<file path="config.mk">
export PLATFORM = sky130hd
export DESIGN_NAME = rc4_ksa_engine
export DESIGN_NICKNAME = d
export VERILOG_FILES = /design/src/rtl/rc4_pkg.sv /design/src/rtl/rc4_key_index.sv /design/src/rtl/rc4_ksa_engine.sv
export SDC_FILE = /design/constraint.sdc
export NUM_CORES = 1
export LEC_CHECK = 0
export CAP_MARGIN = 20
export CORE_MARGIN = 2
export CORE_UTILIZATION = 35
export CTS_BUF_LIST = sky130_fd_sc_hd__clkbuf_16
export DETAILED_ROUTE_END_ITERATION = 12
export GPL_TIMING_DRIVEN = 0
export PLACE_DENSITY = 0.67
export RECOVER_POWER = 100
export SYNTH_ARGS = -nofsm -noshare
export SYNTH_HDL_FRONTEND = slang
export SYNTH_SLANG_ARGS = --single-unit
</file>
<file path="constraint.sdc">
create_clock -name clk -period 4.2 [get_ports clk]
set_clock_uncertainty 0.1 [all_clocks]
set_input_delay 0.63 -clock clk [delete_from_list [all_inputs] [get_ports clk]]
set_output_delay 0.63 -clock clk [all_outputs]
set_load 0.1 [all_outputs]
</file>
<file path="src/rtl/rc4_pkg.sv">
// Shared definitions for the RC4 key-scheduling engine.
//   rc4_ksa_state_t : controller states
//   rc4_next_j      : KSA index update, (j + si + kb) reduced to 'width' bits
package rc4_pkg;

    typedef enum logic [3:0] {
        IDLE,
        INIT,
        RD_I,
        WAIT_I,
        CAP_I,
        RD_J,
        WAIT_J,
        CAP_J,
        WR_I,
        WR_J,
        DONE
    } rc4_ksa_state_t;

    function automatic logic [31:0] rc4_next_j(
        input logic [31:0] j,
        input logic [31:0] si,
        input logic [31:0] kb,
        input int unsigned width
    );
        logic [31:0] mask;
        mask = (width >= 32) ? '1 : ((32'd1 << width) - 32'd1);
        return (j + si + kb) & mask;
    endfunction

endpackage

</file>
<file path="src/rtl/rc4_key_index.sv">
// Wrapping key-byte counter for the RC4 KSA.
//   clk, reset : clock, synchronous active-high reset
//   clr        : force k to 0
//   inc        : advance k, wrapping to 0 after len-1
//   len        : active key length in bytes
//   k          : current key byte index
module rc4_key_index
    import rc4_pkg::*;
#(
    parameter int MAX_KEY_BYTES = 16,
    localparam int KL_W         = $clog2(MAX_KEY_BYTES + 1)
) (
    input  logic            clk,
    input  logic            reset,
    input  logic            clr,
    input  logic            inc,
    input  logic [KL_W-1:0] len,
    output logic [KL_W-1:0] k
);

    logic [KL_W-1:0] k_next;

    // k never exceeds len-1 <= MAX_KEY_BYTES-1, so k+1 always fits in KL_W.
    assign k_next = k + KL_W'(1);

    always_ff @(posedge clk) begin
        if (reset || clr) begin
            k <= '0;
        end else if (inc) begin
            k <= (k_next == len) ? '0 : k_next;
        end
    end

endmodule

</file>
<file path="src/rtl/rc4_ksa_engine.sv">
// RC4 key-scheduling engine driving a single-port synchronous S-box RAM.
// Optionally fills the RAM with the identity permutation, then runs the
// full KSA swap loop with a runtime key length.
//   clk, reset          : clock, synchronous active-high reset
//   start               : run request, edge-armed (held high never retriggers)
//   init_en             : identity fill before the shuffle
//   key_len, key        : active key length and key bytes (key[k] is byte k)
//   busy, done, error   : status; done is a one-cycle pulse, error is sticky
//   ram_addr/wdata/we   : RAM request, Moore outputs
//   ram_rdata           : RAM read data, valid RD_LATENCY cycles after addr
module rc4_ksa_engine
    import rc4_pkg::*;
#(
    parameter int DATA_W        = 8,
    parameter int MAX_KEY_BYTES = 16,
    parameter int RD_LATENCY    = 1,
    localparam int KL_W         = $clog2(MAX_KEY_BYTES + 1)
) (
    input  logic                                clk,
    input  logic                                reset,
    input  logic                                start,
    input  logic                                init_en,
    input  logic [KL_W-1:0]                     key_len,
    input  logic [MAX_KEY_BYTES-1:0][DATA_W-1:0] key,
    output logic                                busy,
    output logic                                done,
    output logic                                error,
    output logic [DATA_W-1:0]                   ram_addr,
    output logic [DATA_W-1:0]                   ram_wdata,
    output logic                                ram_we,
    input  logic [DATA_W-1:0]                   ram_rdata
);

    localparam int WC_W                   = $clog2(RD_LATENCY + 1);
    localparam logic [DATA_W-1:0] I_LAST  = '1;
    localparam logic [WC_W-1:0] WAIT_LOAD = WC_W'(RD_LATENCY - 1);

    rc4_ksa_state_t  state, nstate;
    logic [DATA_W-1:0] i, j, si, sj;
    logic [WC_W-1:0]   wait_cnt;
    logic [KL_W-1:0]   key_len_q;
    logic [KL_W-1:0]   k;
    logic [DATA_W-1:0] key_byte;
    logic              armed;
    logic              accept;
    logic              bad_len;

    assign accept  = (state == IDLE) && start && armed;
    assign bad_len = (key_len == '0) || (key_len > KL_W'(MAX_KEY_BYTES));

    rc4_key_index #(
        .MAX_KEY_BYTES(MAX_KEY_BYTES)
    ) u_key_index (
        .clk  (clk),
        .reset(reset),
        .clr  (accept),
        .inc  (state == WR_J),
        .len  (key_len_q),
        .k    (k)
    );

    // Mux-by-compare keeps the index width independent of KL_W.
    always_comb begin
        key_byte = '0;
        for (int unsigned b = 0; b < MAX_KEY_BYTES; b++) begin
            if (k == KL_W'(b)) key_byte = key[b];
        end
    end

    always_ff @(posedge clk) begin
        if (reset) begin
            state     <= IDLE;
            i         <= '0;
            j         <= '0;
            si        <= '0;
            sj        <= '0;
            wait_cnt  <= '0;
            key_len_q <= '0;
            armed     <= 1'b0;
            error     <= 1'b0;
        end else begin
            state <= nstate;
            if (accept)      armed <= 1'b0;
            else if (!start) armed <= 1'b1;

            case (state)
                IDLE: begin
                    if (accept) begin
                        i         <= '0;
                        j         <= '0;
                        key_len_q <= key_len;
                        error     <= bad_len;
                    end
                end
                INIT:           i        <= i + DATA_W'(1);
                RD_I, RD_J:     wait_cnt <= WAIT_LOAD;
                WAIT_I, WAIT_J: wait_cnt <= wait_cnt - WC_W'(1);
                CAP_I: begin
                    si <= ram_rdata;
                    j  <= DATA_W'(rc4_next_j(32'(j), 32'(ram_rdata), 32'(key_byte), DATA_W));
                end
                CAP_J:          sj       <= ram_rdata;
                WR_J:           i        <= i + DATA_W'(1);
                default: ;
            endcase
        end
    end

    always_comb begin
        nstate    = state;
        ram_addr  = '0;
        ram_wdata = '0;
        ram_we    = 1'b0;
        case (state)
            IDLE: begin
                if (accept) begin
                    if (bad_len)      nstate = DONE;
                    else if (init_en) nstate = INIT;
                    else              nstate = RD_I;
                end
            end
            INIT: begin
                ram_addr  = i;
                ram_wdata = i;
                ram_we    = 1'b1;
                if (i == I_LAST) nstate = RD_I;
            end
            RD_I: begin
                ram_addr = i;
                nstate   = (RD_LATENCY == 1) ? CAP_I : WAIT_I;
            end
            WAIT_I: begin
                ram_addr = i;
                if (wait_cnt == WC_W'(1)) nstate = CAP_I;
            end
            CAP_I: begin
                ram_addr = i;
                nstate   = RD_J;
            end
            RD_J: begin
                ram_addr = j;
                nstate   = (RD_LATENCY == 1) ? CAP_J : WAIT_J;
            end
            WAIT_J: begin
                ram_addr = j;
                if (wait_cnt == WC_W'(1)) nstate = CAP_J;
            end
            CAP_J: begin
                ram_addr = j;
                nstate   = WR_I;
            end
            WR_I: begin
                ram_addr  = i;
                ram_wdata = sj;
                ram_we    = 1'b1;
                nstate    = WR_J;
            end
            WR_J: begin
                ram_addr  = j;
                ram_wdata = si;
                ram_we    = 1'b1;
                nstate    = (i == I_LAST) ? DONE : RD_I;
            end
            DONE:    nstate = IDLE;
            default: nstate = IDLE;
        endcase
    end

    assign busy = (state != IDLE);
    assign done = (state == DONE);

endmodule

</file>
==> flow_metrics.env, run 1 <==
export IMPL_clkLatencyLatePin_ns=0.29
export IMPL_syn_inst=677
export IMPL_vias_per_cell=5.74
export IMPL_setup_ws_ns=-0.0544
export IMPL_cts_tree="yes"
export IMPL_dr_pass1_iters=5
export IMPL_synth_nets=842
export IMPL_final_common_cell="clkdlybuf4s50_1"
export IMPL_status="finished with violations"
export IMPL_core_area_um2=13200
export IMPL_drc=0
export IMPL_min_period_ns=4.25
export IMPL_grt_pass1_vias=5613
export IMPL_start_util=0.357
export IMPL_syn2layout_area_growth_pct=59.1
export IMPL_clock_power_share=0.207
export IMPL_grt_pass1_wl_mm=31.2
export IMPL_synth_area_leader_cell="dfxtp_1"
export IMPL_hold_violations=0
export IMPL_grt_use_total=0.273
export IMPL_place_detailed_hpwl_mm=15.1
export IMPL_drv_slew=0
export IMPL_rows=42
export IMPL_hold_path_class="reg2reg"
export IMPL_io_buffers=164
export IMPL_power_net_switching_uw=933
export IMPL_io_pins=165
export IMPL_rsz0062_at_grt="yes"
export IMPL_clock_sinks=49
export IMPL_failed_checks="setup timing"
export IMPL_fmax_mhz=235
export IMPL_cp_end_kind="flip-flop"
export IMPL_max_slew_worst_pin_slew_ns=0.982
export IMPL_maxSlewHeadroom=0.343
export IMPL_path_clk_slew_ns=0.07
export IMPL_vias=6016
export IMPL_synthFlopType="dfxtp_1"
export IMPL_avgSynthCellArea_um2=6.99
export IMPL_cp_arrival_ns=4.34
export IMPL_holdBufCountCts=0
export IMPL_clock_path_buffers=2
export IMPL_maxCapViolations=0
export IMPL_ant_nets=0
export IMPL_critPathMaxFanout=10
export IMPL_grt_max_degree=15
export IMPL_ys_top_cells_by_area="dfxtp_1 (21%), a21oi_1 (7.9%), nand2_1 (7.5%), nor2_1 (4.8%), o21ai_0 (4.3%)"
export IMPL_nets=1037
export IMPL_ys_ff_latch=49
export IMPL_drive_above_1_share=0.151
export IMPL_cellInternalPower_uw=1250
export IMPL_ir_drop_v=0.000257
export IMPL_yosysSeqAreaShare=0.207
export IMPL_critPathLaunchType="flip-flop"
export IMPL_root_buffer="clkbuf_16"
export IMPL_cts_max_level=2
export IMPL_drt_iter0_drc=671
export IMPL_power_density_nw_per_um2=290
export IMPL_yosysUniqueCellTypes=67
export IMPL_fillers=1278
export IMPL_die_area_um2=14500
export IMPL_wl_per_cell_um=19.3
export IMPL_yosysWarnings=0
export IMPL_die_w_um=120
export IMPL_final_period_utilization=1.01
export IMPL_crit_type="reg2reg"
export IMPL_cts_buffers_inserted=5
export IMPL_p_leak_uw=0.00282
export IMPL_gp_congestion=0.957
export IMPL_setup_viol=1
export IMPL_synth_area_um2=4730
export IMPL_swShare=0.428
export IMPL_diodes=0
export IMPL_die_h_um=120
export IMPL_critical_path_required_ns=4.28
export IMPL_layout_common_cells="clkdlybuf4s50_1 (155), nand2_1 (95), a21oi_1 (67), nor2_1 (57), dfxtp_1 (44)"
export IMPL_synth_top_cell_area_share=0.207
export IMPL_grt_ovfl_total=0
export IMPL_synth_edf_count=0
export IMPL_pwr_share_seq=0.253
export IMPL_power_frac_comb=0.540
export IMPL_wl_mm=20.3
export IMPL_p_total_uw=2180
export IMPL_antenna_found_initial=0
export IMPL_async_flop_share=0
export IMPL_finalSetupTns_ns=-0.0544
cells by family after synthesis:
family / count (synthesis) / synth area share
and+or+nand+nor: 269 / 0.285
AOI/OAI and AO/OA: 214 / 0.285
buffers and inverters: 82 / 0.0690
DFF: 49 / 0.207
muxes: 24 / 0.0532
adders and majority gates: 20 / 0.0656
xor gates and xnor gates: 19 / 0.0352
cells in the mapped netlist, types with 14 or more instances:
| library cell | n |
|---|---|
| dfxtp_1 | 49 |
| nor2_1 | 60 |
| clkbuf_1 | 45 |
| mux2i_1 | 15 |
| o21ai_0 | 41 |
| a21oi_1 | 75 |
| inv_1 | 24 |
| nor3_1 | 14 |
| nor2b_1 | 22 |
| nand2_1 | 95 |
| o22ai_1 | 15 |
| nand3_1 | 18 |
through the flow:
stage	cell area, um^2	util	instances	setup WS (ns)	hold slack, ns
after floorplan	4760	-	677	0.0166	0.336
after global placement	6620	0.500	1017	-0.823	0.343
after detailed placement	6620	0.500	1017	-0.769	0.347
after CTS	7320	0.553	1040	-0.00212	0.356
after global routing	7520	0.568	1048	-0.198	0.377
final	7520	0.568	1048	-0.0544	0.357
flip-flops by register name, indices dropped and copies added, names as in the netlist:
register	flops
key_len_q	5
state	4
error	1
si	8
sj	8
armed	1
j	8
u_key_index.k	5
wait_cnt	1
i	8
critical path, cell delays in order (launching register included):
cell and delay, ns:
dfxtp_4 0.37, buf_4 0.15, ha_4 0.17, buf_8 0.14, buf_8 0.14, buf_8 0.14
buf_4 0.13, a21oi_2 0.13, o221ai_2 0.12, o2111ai_2 0.27, a31oi_4 0.14, fa_1 0.52
ha_2 0.19, inv_2 0.04, fa_2 0.41, nor2b_4 0.17, o31ai_4 0.08, a21oi_2 0.16
xnor2_1 0.08, or3_1 0.31, a31o_1 0.18
metal layers:
metal / part of all wire / wire length, um / global-route usage / up-vias
met5: 0 / 0 / 0 / -
met4: 0.029 / 595 / 0.0690 / 0
met3: 0.071 / 1450 / 0.0443 / 45
met2: 0.46 / 9280 / 0.433 / 277
met1: 0.44 / 8930 / 0.386 / 2845
li1: - / - / - / 2849
area by class of cell:
type,count,area [um^2],area share
flip-flops and latches,49,992,0.132
well taps,176,220,0.0293
multi-input cells,546,3750,0.499
repair buffers,192,1870,0.248
clock inverters,2,35.0,0.00466
plain buffers,54,429,0.0570
inverters,24,101,0.0135
clock buffers,5,125,0.0166
worst paths after layout:
path                                  startpoint  endpoint  slack, ns  depth (start not counted)
worst min register to register             sj[0]     sj[0]       0.36                          2
worst max-delay path            u_key_index.k[0]      j[7]      -0.05                         20
worst min-delay path                       sj[0]     sj[0]       0.36                          2
worst max register to register  u_key_index.k[0]      j[7]      -0.05                         20
power by group through the flow:
stage | Clock, uW | Combinational, uW | Sequential [uW]
2_1_floorplan | 0 | 736 | 554
3_3_place_gp | 0 | 1100 | 561
3_5_place_dp | 0 | 1100 | 561
4_1_cts | 457 | 1150 | 550
5_1_grt | 471 | 1270 | 556
6_report | 451 | 1180 | 551
what timing repair did:
item / 4_1_cts / 5_1_grt
setup endpoints to repair: 6 / 9
gates resized for setup: 93 / 48
buffers inserted: 20 / 8
pin swaps: 25 / 19
endpoints found under the hold margin: 0 / 0
Note: power is estimated with default switching activity, not from simulation.
==> run 2, diff against run 1 <==
CORE_UTILIZATION = 42   (was 35)
PLACE_DENSITY = 0.78   (was 0.67)
==> flow_metrics.env, run 2 (synthesis results as in run 1) <==
export IMPL_failed_checks="setup timing"
export IMPL_max_slew_worst_pin_slew_ns=0.983
export IMPL_cts_max_level=2
export IMPL_cts_tree="yes"
export IMPL_grt_pass1_vias=5928
export IMPL_wl_per_cell_um=20.8
export IMPL_start_util=0.433
export IMPL_rows=38
export IMPL_critical_path_required_ns=4.29
export IMPL_holdBufCountCts=0
export IMPL_dp_cells=981
export IMPL_cp_end_kind="flip-flop"
export IMPL_fmax_mhz=234
export IMPL_hold_violations=0
export IMPL_dp_slack_ns=-0.897
export IMPL_cts_buffers_inserted=5
export IMPL_wl_mm=20.9
export IMPL_rsz0062_at_grt="yes"
export IMPL_clock_sinks=49
export IMPL_die_area_um2=12100
export IMPL_io_pins=165
export IMPL_critPathSlowestCell="fa_1"
export IMPL_crit_type="reg2reg"
export IMPL_layout_common_cells="clkdlybuf4s50_1 (152), nand2_1 (95), a21oi_1 (68), nor2_1 (60), dfxtp_1 (45)"
export IMPL_path_clk_slew_ns=0.06
export IMPL_gp_congestion=0.979
export IMPL_grt_pass1_wl_mm=30.9
export IMPL_power_density_nw_per_um2=290
export IMPL_ant_nets=0
export IMPL_setup_viol=1
export IMPL_vias_per_cell=6.25
export IMPL_min_period_ns=4.26
export IMPL_critPathMaxFanout=10
export IMPL_clock_path_buffers=2
export IMPL_fin_util=0.672
export IMPL_path_cells="buf_6 -> buf_4 -> buf_6 -> clkbuf_8 -> and3_4 -> ha_4 -> or3_1 -> o21ai_2 -> a31oi_2 -> fa_1 -> ha_2 -> inv_2 -> fa_2 -> nor2b_4 -> o31ai_4 -> a21oi_2 -> xnor2_1 -> or3_1 -> a31o_1"
export IMPL_busiest_layer="met2"
export IMPL_use_met2=0.532
export IMPL_fillers=929
export IMPL_critPathLaunchType="flip-flop"
export IMPL_drive_above_1_share=0.141
export IMPL_max_stage_delay_ns=0.57
export IMPL_vias=6280
export IMPL_finalSetupTns_ns=-0.0648
export IMPL_grt_ovfl_total=0
export IMPL_grt_use_met3=0.0770
export IMPL_drc=0
export IMPL_final_cells=1005
export IMPL_hold_path_class="reg2reg"
export IMPL_final_common_cell="clkdlybuf4s50_1"
export IMPL_antenna_found_initial=0
export IMPL_io_buffers=164
export IMPL_global_route_usage_met1=0.441
export IMPL_clkLatencyLatePin_ns=0.29
export IMPL_core_area_um2=10900
export IMPL_drt_iter0_drc=666
export IMPL_status="finished with violations"
export IMPL_drv_slew=0
export IMPL_root_buffer="clkbuf_16"
export IMPL_cp_arrival_ns=4.35
export IMPL_placed_cell_area_um2=6580
export IMPL_maxCapViolations=0
export IMPL_nets=1029
export IMPL_final_period_utilization=1.02
export IMPL_syn2layout_area_growth_pct=55.3
export IMPL_die_h_um=110
export IMPL_maxSlewHeadroom=0.342
export IMPL_die_w_um=110
export IMPL_dr_pass1_iters=5
export IMPL_diodes=0
export IMPL_setup_ws_ns=-0.0648
export IMPL_stdcell_area_um2=7350
export IMPL_grt_use_total=0.332
export IMPL_place_detailed_hpwl_mm=15.2
export IMPL_ir_drop_v=0.000340
export IMPL_p_leak_uw=0.00279
export IMPL_grt_max_degree=15
[run 2: path summary, 6_finish.rpt]
kind / depth (start not counted) / slack (ns) / start / end
max: 19 / -0.06 / u_key_index.k[2] / j[7]
min: 2 / 0.36 / sj[7] / sj[7]
max reg2reg: 19 / -0.06 / u_key_index.k[2] / j[7]
min reg2reg: 2 / 0.36 / sj[7] / sj[7]
[run 2: layout make-up]
class                   instances  area [um^2]  share of cell area
clock buffers                   5          125              0.0170
flip-flops and latches         49          991               0.135
clock inverters                 3         12.5             0.00170
inverters                      24         90.1              0.0123
plain buffers                  55          398              0.0542
repair buffers                183         1800               0.246
well taps                     140          175              0.0238
multi-input cells             546         3750               0.510
[run 2: per-stage QoR]
stage	hold WS (ns)	power [uW]
4_1_cts	0.355	2090
6_report	0.357	2130
5_1_grt	0.380	2240
3_5_place_dp	0.351	1670
3_3_place_gp	0.342	1650
2_1_floorplan	0.336	1290
[run 2: routing by layer]
metal / vias up / wire length (um)
li1: 2838 / -
met5: - / 0
met2: 392 / 9470
met3: 67 / 1960
met4: 0 / 728
met1: 2983 / 8720
[run 2: power by group]
part / internal [uW] / switching, uW
logic: 456 / 732
registers: 507 / 44.4
clock network: 216 / 174
total: 1180 / 950
[run 2: repair_timing]
action | in CTS | in global routing
pin swaps | 20 | 13
buffers inserted | 13 | 6
resized for setup | 85 | 47
setup endpoints to repair | 6 | 11
[run 2: critical path, delay by kind of cell (launching register included)]
kind                     cells  cell delay [ns]
AO/OA/AOI/OAI                5             0.57
buffers and inverters        5             0.69
adder cells (fa/ha/maj)      4             1.33
AND/OR/NAND/NOR              4             1.05
flip-flops                   1             0.34
XOR/XNOR                     1             0.08
==> run 3, diff against run 2 <==
CORE_ASPECT_RATIO = 0.7   (was not set)
==> flow_metrics.env, run 3 (synthesis results as in run 1) <==
export IMPL_status="finished with violations"
export IMPL_failed_checks="setup timing"
export IMPL_io_buffers=164
export IMPL_final_period_utilization=1.05
export IMPL_placed_cell_area_um2=6590
export IMPL_hold_violations=0
export IMPL_place_detailed_hpwl_mm=16.7
export IMPL_setup_worst_path_start="u_key_index.k[0]"
export IMPL_grt_use_total=0.349
export IMPL_clock_sinks=49
export IMPL_final_common_cell="clkdlybuf4s50_1"
export IMPL_die_w_um=131
export IMPL_p_leak_uw=0.00272
export IMPL_fin_hold_ws_ns=0.359
export IMPL_drt_iter0_drc=701
export IMPL_path_buf_inv=4
export IMPL_drive_above_1_share=0.121
export IMPL_r2r_start="u_key_index.k[0]"
export IMPL_core_area_um2=11000
export IMPL_fmax_mhz=228
export IMPL_ant_nets=0
export IMPL_diodes=0
export IMPL_rsz0062_at_grt="yes"
export IMPL_setup_viol=1
export IMPL_hp_start="si[4]"
export IMPL_cts_max_level=2
export IMPL_hold_depth=2
export IMPL_dr_pass1_iters=9
export IMPL_critPathSlowestCell="dfxtp_4"
export IMPL_hold_path_class="reg2reg"
export IMPL_nets=1026
export IMPL_drc=0
export IMPL_critical_path_required_ns=4.29
export IMPL_drv_slew=0
export IMPL_grt_ovfl_total=0
export IMPL_die_area_um2=12100
export IMPL_clkLatencyLatePin_ns=0.30
export IMPL_gp_congestion=1.02
export IMPL_rows=32
export IMPL_cp_end_kind="flip-flop"
export IMPL_max_stage_delay_ns=0.41
export IMPL_cp_arrival_ns=4.48
export IMPL_wl_per_cell_um=21.5
export IMPL_finalSetupTns_ns=-0.193
export IMPL_stdcell_area_um2=7270
export IMPL_maxSlewHeadroom=0.221
export IMPL_io_pins=165
export IMPL_vias=6268
export IMPL_critPathTopFamily="compound AO/OA/AOI/OAI gates"
export IMPL_cts_buffers_inserted=5
export IMPL_clock_path_buffers=2
export IMPL_ir_drop_v=0.000354
export IMPL_maxCapViolations=0
export IMPL_syn2layout_area_growth_pct=53.7
export IMPL_start_util=0.430
export IMPL_critPathMaxFanout=10
export IMPL_crit_type="reg2reg"
export IMPL_grt_pass1_wl_mm=32.6
export IMPL_crit_cells=19
export IMPL_grt_pass1_vias=6127
export IMPL_die_h_um=92.8
export IMPL_wl_mm=21.8
export IMPL_path_clk_slew_ns=0.07
export IMPL_fin_util=0.661
export IMPL_r2r_cells=19
export IMPL_fillers=917
export IMPL_antenna_found_initial=0
export IMPL_vias_per_cell=6.18
export IMPL_multi_input_area_um2=3690
export IMPL_layout_common_cells="clkdlybuf4s50_1 (142), nand2_1 (95), a21oi_1 (73), nor2_1 (60), dfxtp_1 (47)"
export IMPL_critPathLaunchType="flip-flop"
export IMPL_path_cells="clkinvlp_4 -> ha_4 -> clkbuf_8 -> buf_8 -> a221oi_2 -> o32ai_1 -> nor3_1 -> o21ai_0 -> a21oi_1 -> fa_1 -> ha_2 -> inv_2 -> fa_2 -> nor2b_4 -> o31ai_4 -> a21oi_2 -> xnor2_1 -> or3_1 -> a31o_1"
export IMPL_cts_tree="yes"
export IMPL_setup_ws_ns=-0.193
export IMPL_min_period_ns=4.39
export IMPL_grt_max_degree=18
export IMPL_max_slew_worst_pin_slew_ns=1.17
export IMPL_regArea_um2=988
export IMPL_root_buffer="clkbuf_16"
export IMPL_power_density_nw_per_um2=305
## run 3: changes by cell type in the layout (fill, tap and decap cells not counted), moves of 3 or more
| cell | before | now |
|---|---|---|
| a21oi_2 | 7 | 2 |
| dlygate4sd3_1 | 4 | 14 |
| dlymetal6s2s_1 | 8 | 0 |
| inv_2 | 5 | 2 |
| clkdlybuf4s50_1 | 152 | 142 |
| clkbuf_1 | 28 | 33 |
| buf_4 | 24 | 18 |
| dlymetal6s4s_1 | 0 | 3 |
| buf_2 | 0 | 4 |
| a21oi_1 | 68 | 73 |
## run 3: where the power goes
part	total (uW)	switching [uW]	internal (uW)
clock	476	191	286
sequential	553	46.4	507
combinational	1190	741	444
total	2220	979	1240
## run 3: path summary, 6_finish.rpt
| kind | slack, ns | end |
|---|---|---|
| hold reg to reg | 0.36 | si[4] |
| setup / recovery | -0.19 | j[7] |
| hold / removal | 0.36 | si[4] |
| setup reg to reg | -0.19 | j[7] |
## run 3: what timing repair did
action,4_1_cts,5_1_grt
resized for setup,86,19
hold buffers,0,0
pin swaps,19,7
setup buffers,16,0
endpoints found under the setup margin,6,11
gates cloned,0,0
## run 3: tightest hold or removal path: stages, from the launching register on
cell and delay [ns]:
dfxtp_1 0.31, nand2_1 0.05, a21oi_1 0.05
## run 3: metal layers
metal / GRT usage / up-vias / routed length, um
met5: 0 / - / 0
met4: 0.0656 / 0 / 322
met3: 0.105 / 38 / 2560
met2: 0.510 / 384 / 9090
met1: 0.508 / 3014 / 9850
li1: - / 2832 / -
## run 3: final cells by class
class / instances / area share
timing repair buffer: 180 / 0.239
inverter: 24 / 0.0129
clock inverter: 3 / 0.00654
tap: 153 / 0.0263
multi-input combinational: 546 / 0.508
sequential: 49 / 0.136
clock buffer: 5 / 0.0172
buffer: 55 / 0.0544
## run 3: through the flow
stage / instances / worst slack [ns] / total power, uW
after CTS: 1015 / -0.0740 / 2180
after global routing: 1015 / -0.305 / 2320
after global placement: 994 / -0.989 / 1660
final: 1015 / -0.193 / 2220
after floorplan: 677 / 0.0166 / 1290
after detailed placement: 994 / -0.977 / 1680
